`src/rtl/game_pkg.sv`:
```
`default_nettype none
// ============================================================================
// game_pkg : shared state encoding and layer constants for the frame sequencer
// Revision : 1.0
// ============================================================================
package game_pkg;

  typedef enum logic [2:0] {
    ST_IDLE   = 3'd0,
    ST_ARMED  = 3'd1,
    ST_UPDATE = 3'd2,
    ST_CLEAR  = 3'd3,
    ST_DRAW   = 3'd4,
    ST_WAIT   = 3'd5,
    ST_PAUSED = 3'd6,
    ST_END    = 3'd7
  } state_t;

  localparam int LAYER_SQUARES = 0;
  localparam int LAYER_CATCHER = 1;
  localparam int LAYER_SCORE   = 2;

  localparam int FRAME_DELAY_DEFAULT = 833333;

  // A single layer still needs a one-bit index register.
  function automatic int idx_width(input int n);
    return (n > 1) ? $clog2(n) : 1;
  endfunction

endpackage
`default_nettype wire

```
`src/rtl/frame_delay_counter.sv`:
```
`default_nettype none
// ============================================================================
// frame_delay_counter : loadable down-counter with zero flag, stops at zero
// Revision : 1.0
// ============================================================================
module frame_delay_counter #(
  parameter int WIDTH = 2
) (
  input  logic             clock,
  input  logic             reset,
  input  logic             load,
  input  logic             enable,
  input  logic [WIDTH-1:0] load_value,
  output logic             zero
);

  logic [WIDTH-1:0] r_count;

  always_ff @(posedge clock) begin
    if (reset) begin
      r_count <= '0;
    end else if (load) begin
      r_count <= load_value;
    end else if (enable && (r_count != '0)) begin
      r_count <= r_count - 1'b1;
    end
  end

  assign zero = (r_count == '0);

endmodule
`default_nettype wire

```
`src/rtl/game_frame_sequencer.sv`:
```
`default_nettype none
// ============================================================================
// game_frame_sequencer : start/update/clear/draw/wait frame FSM with pause,
//                        restart from game over and a frame counter
// Revision : 1.0
// ============================================================================
module game_frame_sequencer
  import game_pkg::*;
#(
  parameter int NUM_LAYERS  = 3,
  parameter int FRAME_DELAY = FRAME_DELAY_DEFAULT,
  parameter int CLEAR_EN    = 0,
  parameter int FRAME_W     = 16
) (
  input  logic                  clock,
  input  logic                  reset,
  input  logic                  start,
  input  logic                  pause,
  input  logic                  finish_game,
  input  logic                  clear_done,
  input  logic [NUM_LAYERS-1:0] layer_done,
  output logic                  update,
  output logic                  clear_screen,
  output logic                  plot,
  output logic [NUM_LAYERS-1:0] layer_sel,
  output logic                  frame_tick,
  output logic                  paused,
  output logic                  game_over,
  output logic [FRAME_W-1:0]    frame_count
);

  localparam int c_idx_w = idx_width(NUM_LAYERS);
  localparam int c_cnt_w = $clog2(FRAME_DELAY);
  localparam logic [c_idx_w-1:0] c_last_idx  = c_idx_w'(NUM_LAYERS - 1);
  localparam logic [c_cnt_w-1:0] c_delay_ld  = c_cnt_w'(FRAME_DELAY - 1);

  state_t               r_state, w_next_state;
  logic [c_idx_w-1:0]   r_idx, w_idx_next;
  logic [FRAME_W-1:0]   r_frame_count;
  logic                 w_load;
  logic                 w_zero;

  frame_delay_counter #(.WIDTH(c_cnt_w)) u_delay (
    .clock      (clock),
    .reset      (reset),
    .load       (w_load),
    .enable     (r_state == ST_WAIT),
    .load_value (c_delay_ld),
    .zero       (w_zero)
  );

  always_comb begin
    w_next_state = r_state;
    w_idx_next   = r_idx;
    w_load       = 1'b0;
    case (r_state)
      ST_IDLE:   if (start) w_next_state = ST_ARMED;
      ST_ARMED:  if (!start) w_next_state = ST_UPDATE;
      ST_UPDATE: begin
        w_idx_next = '0;
        if (finish_game)        w_next_state = ST_END;
        else if (CLEAR_EN != 0) w_next_state = ST_CLEAR;
        else                    w_next_state = ST_DRAW;
      end
      ST_CLEAR: begin
        if (clear_done) begin
          w_next_state = ST_DRAW;
          w_idx_next   = '0;
        end
      end
      // Only the current layer's done bit matters; pause/finish wait for WAIT.
      ST_DRAW: begin
        if (layer_done[r_idx]) begin
          if (r_idx == c_last_idx) begin
            w_next_state = ST_WAIT;
            w_load       = 1'b1;
          end else begin
            w_idx_next = r_idx + 1'b1;
          end
        end
      end
      ST_WAIT:   if (w_zero) w_next_state = pause ? ST_PAUSED : ST_UPDATE;
      ST_PAUSED: if (!pause) w_next_state = ST_UPDATE;
      ST_END:    if (start) w_next_state = ST_ARMED;
      default:   w_next_state = ST_IDLE;
    endcase
  end

  // Clearing on entry to ARMED makes the restarted game read zero while armed.
  always_ff @(posedge clock) begin
    if (reset) begin
      r_state       <= ST_IDLE;
      r_idx         <= '0;
      r_frame_count <= '0;
    end else begin
      r_state <= w_next_state;
      r_idx   <= w_idx_next;
      if (w_next_state == ST_ARMED) begin
        r_frame_count <= '0;
      end else if ((r_state == ST_WAIT) && w_zero) begin
        r_frame_count <= r_frame_count + 1'b1;
      end
    end
  end

  assign update       = (r_state == ST_UPDATE);
  assign clear_screen = (r_state == ST_CLEAR);
  assign plot         = (r_state == ST_CLEAR) || (r_state == ST_DRAW);
  assign layer_sel    = (r_state == ST_DRAW) ? (NUM_LAYERS'(1) << r_idx) : '0;
  assign frame_tick   = (r_state == ST_WAIT) && w_zero;
  assign paused       = (r_state == ST_PAUSED);
  assign game_over    = (r_state == ST_END);
  assign frame_count  = r_frame_count;

endmodule
`default_nettype wire
```
`config.mk`:
```
export PLATFORM = sky130hd
export DESIGN_NAME = game_frame_sequencer
export DESIGN_NICKNAME = d
export VERILOG_FILES = /design/src/rtl/game_pkg.sv /design/src/rtl/frame_delay_counter.sv /design/src/rtl/game_frame_sequencer.sv
export SDC_FILE = /design/constraint.sdc
export NUM_CORES = 1
export LEC_CHECK = 0
export ABC_AREA = 1
export BUFFER_PORTS_ARGS = -buffer_cell sky130_fd_sc_hd__buf_2
export CORE_MARGIN = 1.5
export CORE_UTILIZATION = 31
export CTS_CLUSTER_DIAMETER = 150
export CTS_CLUSTER_SIZE = 30
export DETAILED_ROUTE_END_ITERATION = 8
export REMOVE_ABC_BUFFERS = 1
export SYNTH_ARGS = -nofsm -noshare
export SYNTH_HDL_FRONTEND = slang
export SYNTH_SLANG_ARGS = --single-unit
```
`constraint.sdc`:
```
create_clock -name clock -period 3.9 [get_ports clock]
set_input_delay 0.195 -clock clock [delete_from_list [all_inputs] [get_ports clock]]
set_output_delay 0.195 -clock clock [all_outputs]
set_load 0.02 [all_outputs]
```
# Yosys cells after proc, flatten, opt, wreduce, memory -nomap -nowiden

Index checks and enable logic that the tools add are counted.

Output and inout bits: 25
Register bits after elaboration: 41
Bits of input ports: 9
Logic and storage cells: 56

Shifts and indexed selects: 1
Order comparisons: 1
Add/sub/neg operators: 3
Mux-type cells: 22
Reductions and logical operators: 12
Eq/ne operators: 12

Operator list:

| cell                    | number |
|---|---|
| $mux W20                | 2 |
| $mux W3                 | 9 |
| $pmux W3 S7             | 1 |
| $logic_not A20 Y1       | 1 |
| $reduce_bool A20 Y1     | 1 |
| $sub A20 B1 Y20 const B | 1 |
| $add A16 B1 Y16 const B | 1 |
| $eq A3 B3 Y1 const B    | 4 |
| $mux W2                 | 4 |
| $eq A3 B1 Y1 const B    | 2 |
| $eq A3 B2 Y1 const B    | 2 |
| $ne A2 B2 Y1 const B    | 3 |
| $pmux W2 S3             | 1 |
| $reduce_or A2 Y1        | 3 |
| $mux W1                 | 4 |
| $reduce_and A4 Y1       | 1 |
| $logic_not A3 Y1        | 1 |
| $lt A2 B3 Y1 const B    | 1 |
| $reduce_bool A3 Y1      | 1 |
| $shl A1 B2 Y3 const A   | 1 |
| $add A2 B1 Y2 const B   | 1 |
| $bmux W1 S2             | 1 |
| $eq A2 B2 Y1 const B    | 1 |
| $logic_and A1 B1 Y1     | 2 |
| 2 further kinds         | 2 |

# Depth between registers and ports, before layout

Depth in word-level cells: 6
Mapped depth: 12
Gate-level depth less buffers: 12

# Hierarchy

A second synthesis with hierarchy kept.

Cell total of the unflattened synthesis: 464
Area total of the unflattened synthesis: 3091.7 um^2

By module, submodules not included:

| module               | area an instance (um^2) | instances | cells an instance | seq. area each (um^2) |
|---|---|---|---|---|
| frame_delay_counter  | 1592.8                  | 1         | 244               | 400.4 |
| game_frame_sequencer | 1498.9                  | 1         | 220               | 420.4 |

# Worst setup path after synthesis

Ideal clock, no wire load.

Kind: flip-flop to flip-flop
From: register r_state[0]
To: register r_frame_count[10] (netlist: frame_count[10])
Cell stages (with the launch flop): 11
Path slack: 2240 ps
Setup time: 111 ps
Data required time: 3789 ps
Clock period less this slack: 1660 ps
Buffers on the path: 1
Arrival time: 1550 ps
Path through: dfxtp_1 -> nand2_1 -> nor2_1 -> nand2_1 -> nand3_1 -> nor2_1 -> nand3_1 -> nand3_2 -> nand2_4 -> buf_8 -> nor2_2

Elaborated cells on any way between the ends: 20
Classes of those cells: 8 x eq/ne; 8 x mux; 4 x reduce/logical

RTL lines:

| item                              | line                        | source |
|---|---|---|
| start, declared                   | game_frame_sequencer.sv:37  | `state_t r_state, w_next_state;` |
| start signal, assigned            | game_frame_sequencer.sv:96  | `r_state <= w_next_state;` |
| $eq A3 B2 Y1                      | -                           |  |
| net clear_screen                  | game_frame_sequencer.sv:23  | `output logic clear_screen,` |
| $pmux W3 S7                       | game_frame_sequencer.sv:56  | `case (r_state)` |
| $eq A3 B1 Y1                      | game_frame_sequencer.sv:98  | `if (w_next_state == ST_ARMED) begin` |
| $reduce_or A2 Y1 (no source line) | -                           |  |
| end signal, assigned              | game_frame_sequencer.sv:101 | `r_frame_count <= r_frame_count + 1'b1;` |
| end, declared                     | game_frame_sequencer.sv:39  | `logic [FRAME_W-1:0] r_frame_count;` |

The timed path passes the listed nets, and every way through them passes these cells.
A chain may end at the register's enable or synchronous reset.

# Worst setup path in the final report

From: register u_delay.r_count[0]
To: register r_frame_count[2] (netlist: frame_count[2])

Word-level cells in the longest chain between the ends: 5
Elaborated cells on any way between the ends: 6
Classes of those cells: 1 x eq/ne; 2 x mux; 3 x reduce/logical

Ends and longest elaborated chain:

| item                              | line                       | source |
|---|---|---|
| start, declared                   | frame_delay_counter.sv:17  | `logic [WIDTH-1:0] r_count;` |
| start signal, assigned            | frame_delay_counter.sv:23  | `r_count <= load_value;` |
| start signal, assigned            | frame_delay_counter.sv:25  | `r_count <= r_count - 1'b1;` |
| $logic_not A20 Y1 (*)             | frame_delay_counter.sv:29  | `assign zero = (r_count == '0);` |
| $mux W3                           | game_frame_sequencer.sv:82 | `ST_WAIT: if (w_zero) w_next_state = pause ? ST_PAUSED : ST_UPDATE;` |
| $pmux W3 S7                       | game_frame_sequencer.sv:56 |  |
| $eq A3 B1 Y1                      | game_frame_sequencer.sv:98 |  |
| $reduce_or A2 Y1 (no source line) | -                          |  |

Mark *: on every way between the ends. The rest lies on a longest branch, timed or not.

==> impl_metrics.toml <==
[status]
run_status = "complete, no violations"

[drt]
detail_route.wirelength_um = 6500
final_antenna_violating_net_count = 0
initialDrtViolationCount = 110
viasPerCell = 4.65
wire_per_inst_um = 11.1
routed-via-count = 2715
detail_route.drc_violations = 0
first_pass_iters = 4

[die]
die_h_um = 98.1
placement_rows = 34
design.die.area_um2 = 9620
dieWidth_um = 98.1
core_area_um2 = 8720
i_o_pin_count = 34
start_util = 0.321

[min_path]
timing.hold.worst.class = "in2reg"
timing.hold.worst.start = "reset"
hold-path-endpoint = "r_state[2]$_SDFF_PP0_"
whs_path_depth = 2

[setup_path]
cp_cell_sequence = "inv_1 -> ha_1 -> nand2_1 -> nor2_2 -> nand3_4 -> nand2_4 -> nand2_1 -> inv_2 -> nand3_2 -> nand2_4 -> nor2_1"
crit_arrival_ps = 2060
worst_ep_required_time_ps = 4080
timing.critical_path.slowest_stage_cell = "sky130_fd_sc_hd__dfxtp_1"
regToRegSetupSlack_ps = 2020
critical_path.top_delay_family = "simple AND/OR/NAND/NOR gates"
cpPeakStageDelay_ps = 310
cp-start-kind = "flip-flop"
crit_type = "reg2reg"
ff2ff_path_depth = 11
critical_path_buf_inv_count = 2
crit-reg2reg-launch = "u_delay.r_count[0]$_SDFFE_PP0P_"
reg2reg_to = "frame_count[2]$_SDFFE_PP0P_"
worstSetupEndpointType = "flip-flop"
critical_path.max_fanout = 18

[timing]
setup_total_negative_slack_ps = 0
worst_slew_margin_rel = 0.653
slew_violations = 0
grt_setup_unrepaired = "no"
finClkSkew_ps = 7.40
ratio_of_final_minimum_period_to_clock_period = 0.482
maxClockFrequency_mhz = 532
finalHoldViolCount = 0
worst_margin_pin_slew_ps = 516
finalCriticalPeriod_ps = 1880
timing.final.setup_violations = 0

[clock_tree]
worst_skew_pair.late_latency_ps = 300
tritoncts_clock_tree = "done"
cts.root.buffer_cell = "sky130_fd_sc_hd__clkbuf_8"
cts_htree_levels = 2
cts_buffers = 5
post_cts_buffers = 0
cts.path.max_buffers = 2
cts_repair_resize_count = 0
clock_transition_at_the_register_clock_pins_on_the_worst_setup_and_hold_paths_after_cts_ps = 80
count_of_hold_buffers_inserted_by_post_cts_repair = 0
numClockSinks = 41

[grt]
grt.overflow.total = 0
gr-usage-all-layers = 0.139
grt_start_max_net_pins = 19
vias_in_the_first_global_route = 2530
grt_antenna_before_repair = 0
grt_pass1_wl_um = 11200

[placement]
gpl.final_weighted_congestion = 0.886
placement.io_buffers = 33
detailed_place_hpwl_um = 4970

[synthesis]
avgSynthCellArea_um2 = 6.34
synth.largest_area_cell = "sky130_fd_sc_hd__dfxtp_1"
synth_sequential_area_ratio = 0.293
yosysTopAreaCellShare = 0.293
ys_seq_elements = 41
syn_inst = 442
netlist-cell-type-count = 32
netlist_top_cells_area = "sky130_fd_sc_hd__dfxtp_1, sky130_fd_sc_hd__nand2_1, sky130_fd_sc_hd__nor2_1"
synthesis.area_um2 = 2800
ys.warnings.count = 0

[pwr]
power.density_nw_per_um2 = 330
max-vdd-ir-drop_uv = 176
power.static_leakage_nw = 1.58

[flow_run]
max_cap_viol_count = 0

[finish]
num_antenna_cells = 0
final_nets = 490
fraction_of_layout_cells_with_a_size_suffix_above_1 = 0.181
final_core_util = 0.364
syn2layout_area_growth_pct = 13.3
==> kinds of logic after synthesis <==
group,after synthesis,synth area share
AND/OR/NAND/NOR,263,0.454
buffers and inverters,81,0.115
flip-flops,41,0.293
AO/OA/AOI/OAI,36,0.0643
XOR/XNOR,15,0.0469
adder cells (fa/ha/maj),6,0.0268
==> worst register-to-register path: stages, from the launching register on <==
cell and delay, ps:
sky130_fd_sc_hd__dfxtp_1 310, sky130_fd_sc_hd__inv_1 110, sky130_fd_sc_hd__ha_1 180, sky130_fd_sc_hd__nand2_1 70, sky130_fd_sc_hd__nor2_2 220, sky130_fd_sc_hd__nand3_4 120
sky130_fd_sc_hd__nand2_4 200, sky130_fd_sc_hd__nand2_1 100, sky130_fd_sc_hd__inv_2 70, sky130_fd_sc_hd__nand3_2 90, sky130_fd_sc_hd__nand2_4 230, sky130_fd_sc_hd__nor2_1 70
==> per-stage QoR <==
stage / area, um2 / power [mW] / setup WS, ps / hold WS, ps / instances
global route: 3170 / 1.11 / 1860 / 176 / 584
floorplan: 2760 / 0.636 / 2260 / 264 / 435
global placement: 3060 / 0.689 / 2100 / 455 / 576
CTS: 3170 / 1.06 / 2010 / 167 / 584
detailed placement: 3060 / 0.694 / 2020 / 458 / 576
finish: 3170 / 1.05 / 2020 / 174 / 584
==> flip-flops by register name (all words and copies together) (netlist names) <==
signal	count
r_idx	2
frame_count	16
r_state	3
u_delay.r_count	20
==> placed cells by master (no fill, tap or decap), drive strengths merged <==
cell type    n
a21oi       18
buf         33
bufinv       1
clkbuf       7
clkinv       1
dfxtp       41
ha           6
inv         73
nand2      104
nand3       46
nand3b       5
nand4       10
nor2        84
nor3        12
o21ai       18
or2          2
xnor2        4
xor2        11
==> report_power, final <==
group | internal [mW] | leakage, nW | switching, mW
clock network | 0.209 | 0.0585 | 0.155
logic | 0.0682 | 1.19 | 0.159
registers | 0.433 | 0.331 | 0.0223
total | 0.710 | 1.58 | 0.337
==> synthesized netlist by cell type <==
library cell	instances
sky130_fd_sc_hd__nand2_2	5
sky130_fd_sc_hd__dfxtp_1	41
sky130_fd_sc_hd__nand3_4	1
sky130_fd_sc_hd__nor2_8	1
sky130_fd_sc_hd__nor2_2	16
sky130_fd_sc_hd__buf_2	3
sky130_fd_sc_hd__buf_8	1
sky130_fd_sc_hd__nand3_1	43
sky130_fd_sc_hd__inv_1	61
sky130_fd_sc_hd__ha_1	6
sky130_fd_sc_hd__nand4_4	2
sky130_fd_sc_hd__nand4_1	8
sky130_fd_sc_hd__or2_2	1
sky130_fd_sc_hd__buf_4	1
sky130_fd_sc_hd__nand3b_1	5
sky130_fd_sc_hd__nor2_1	64
sky130_fd_sc_hd__o21ai_1	2
sky130_fd_sc_hd__xnor2_1	4
sky130_fd_sc_hd__nand2_4	2
sky130_fd_sc_hd__xor2_1	11
sky130_fd_sc_hd__or2_1	1
sky130_fd_sc_hd__nor2_4	3
sky130_fd_sc_hd__buf_1	1
sky130_fd_sc_hd__nand3_2	2
sky130_fd_sc_hd__a21oi_1	18
sky130_fd_sc_hd__clkbuf_1	1
sky130_fd_sc_hd__inv_2	12
sky130_fd_sc_hd__clkinv_1	1
sky130_fd_sc_hd__nand2_1	97
sky130_fd_sc_hd__nor3_2	1
sky130_fd_sc_hd__nor3_1	11
sky130_fd_sc_hd__o21ai_0	16
==> how the worst max path moves through the flow <==
stage,startpoint,to,depth (start not counted)
global placement,u_delay.r_count[0]$_SDFFE_PP0P_,frame_count[4]$_SDFFE_PP0P_,11
detailed placement,u_delay.r_count[0]$_SDFFE_PP0P_,frame_count[4]$_SDFFE_PP0P_,11
floorplan,u_delay.r_count[0]$_SDFFE_PP0P_,frame_count[0]$_SDFFE_PP0P_,11
finish,u_delay.r_count[0]$_SDFFE_PP0P_,frame_count[2]$_SDFFE_PP0P_,11
CTS,u_delay.r_count[0]$_SDFFE_PP0P_,frame_count[2]$_SDFFE_PP0P_,11
global route,u_delay.r_count[0]$_SDFFE_PP0P_,frame_count[0]$_SDFFE_PP0P_,11
==> cell type report <==
class                   instances  area (um2)
repair buffers                 33         165
well taps                     108         135
clock buffers                   7        86.3
flip-flops and latches         41         821
inverters                      74         278
clock inverters                 1        30.0
fillers                       950        5550
multi-input cells             320        1660
==> metal layers <==
metal	GRT usage	vias up	routed length [um]
li1	-	1443	-
met1	0.188	1212	3230
met2	0.230	54	2950
met3	0.0215	6	252
met4	0.0363	0	80
met5	0	-	0
Power figures use the tool's default switching activity.
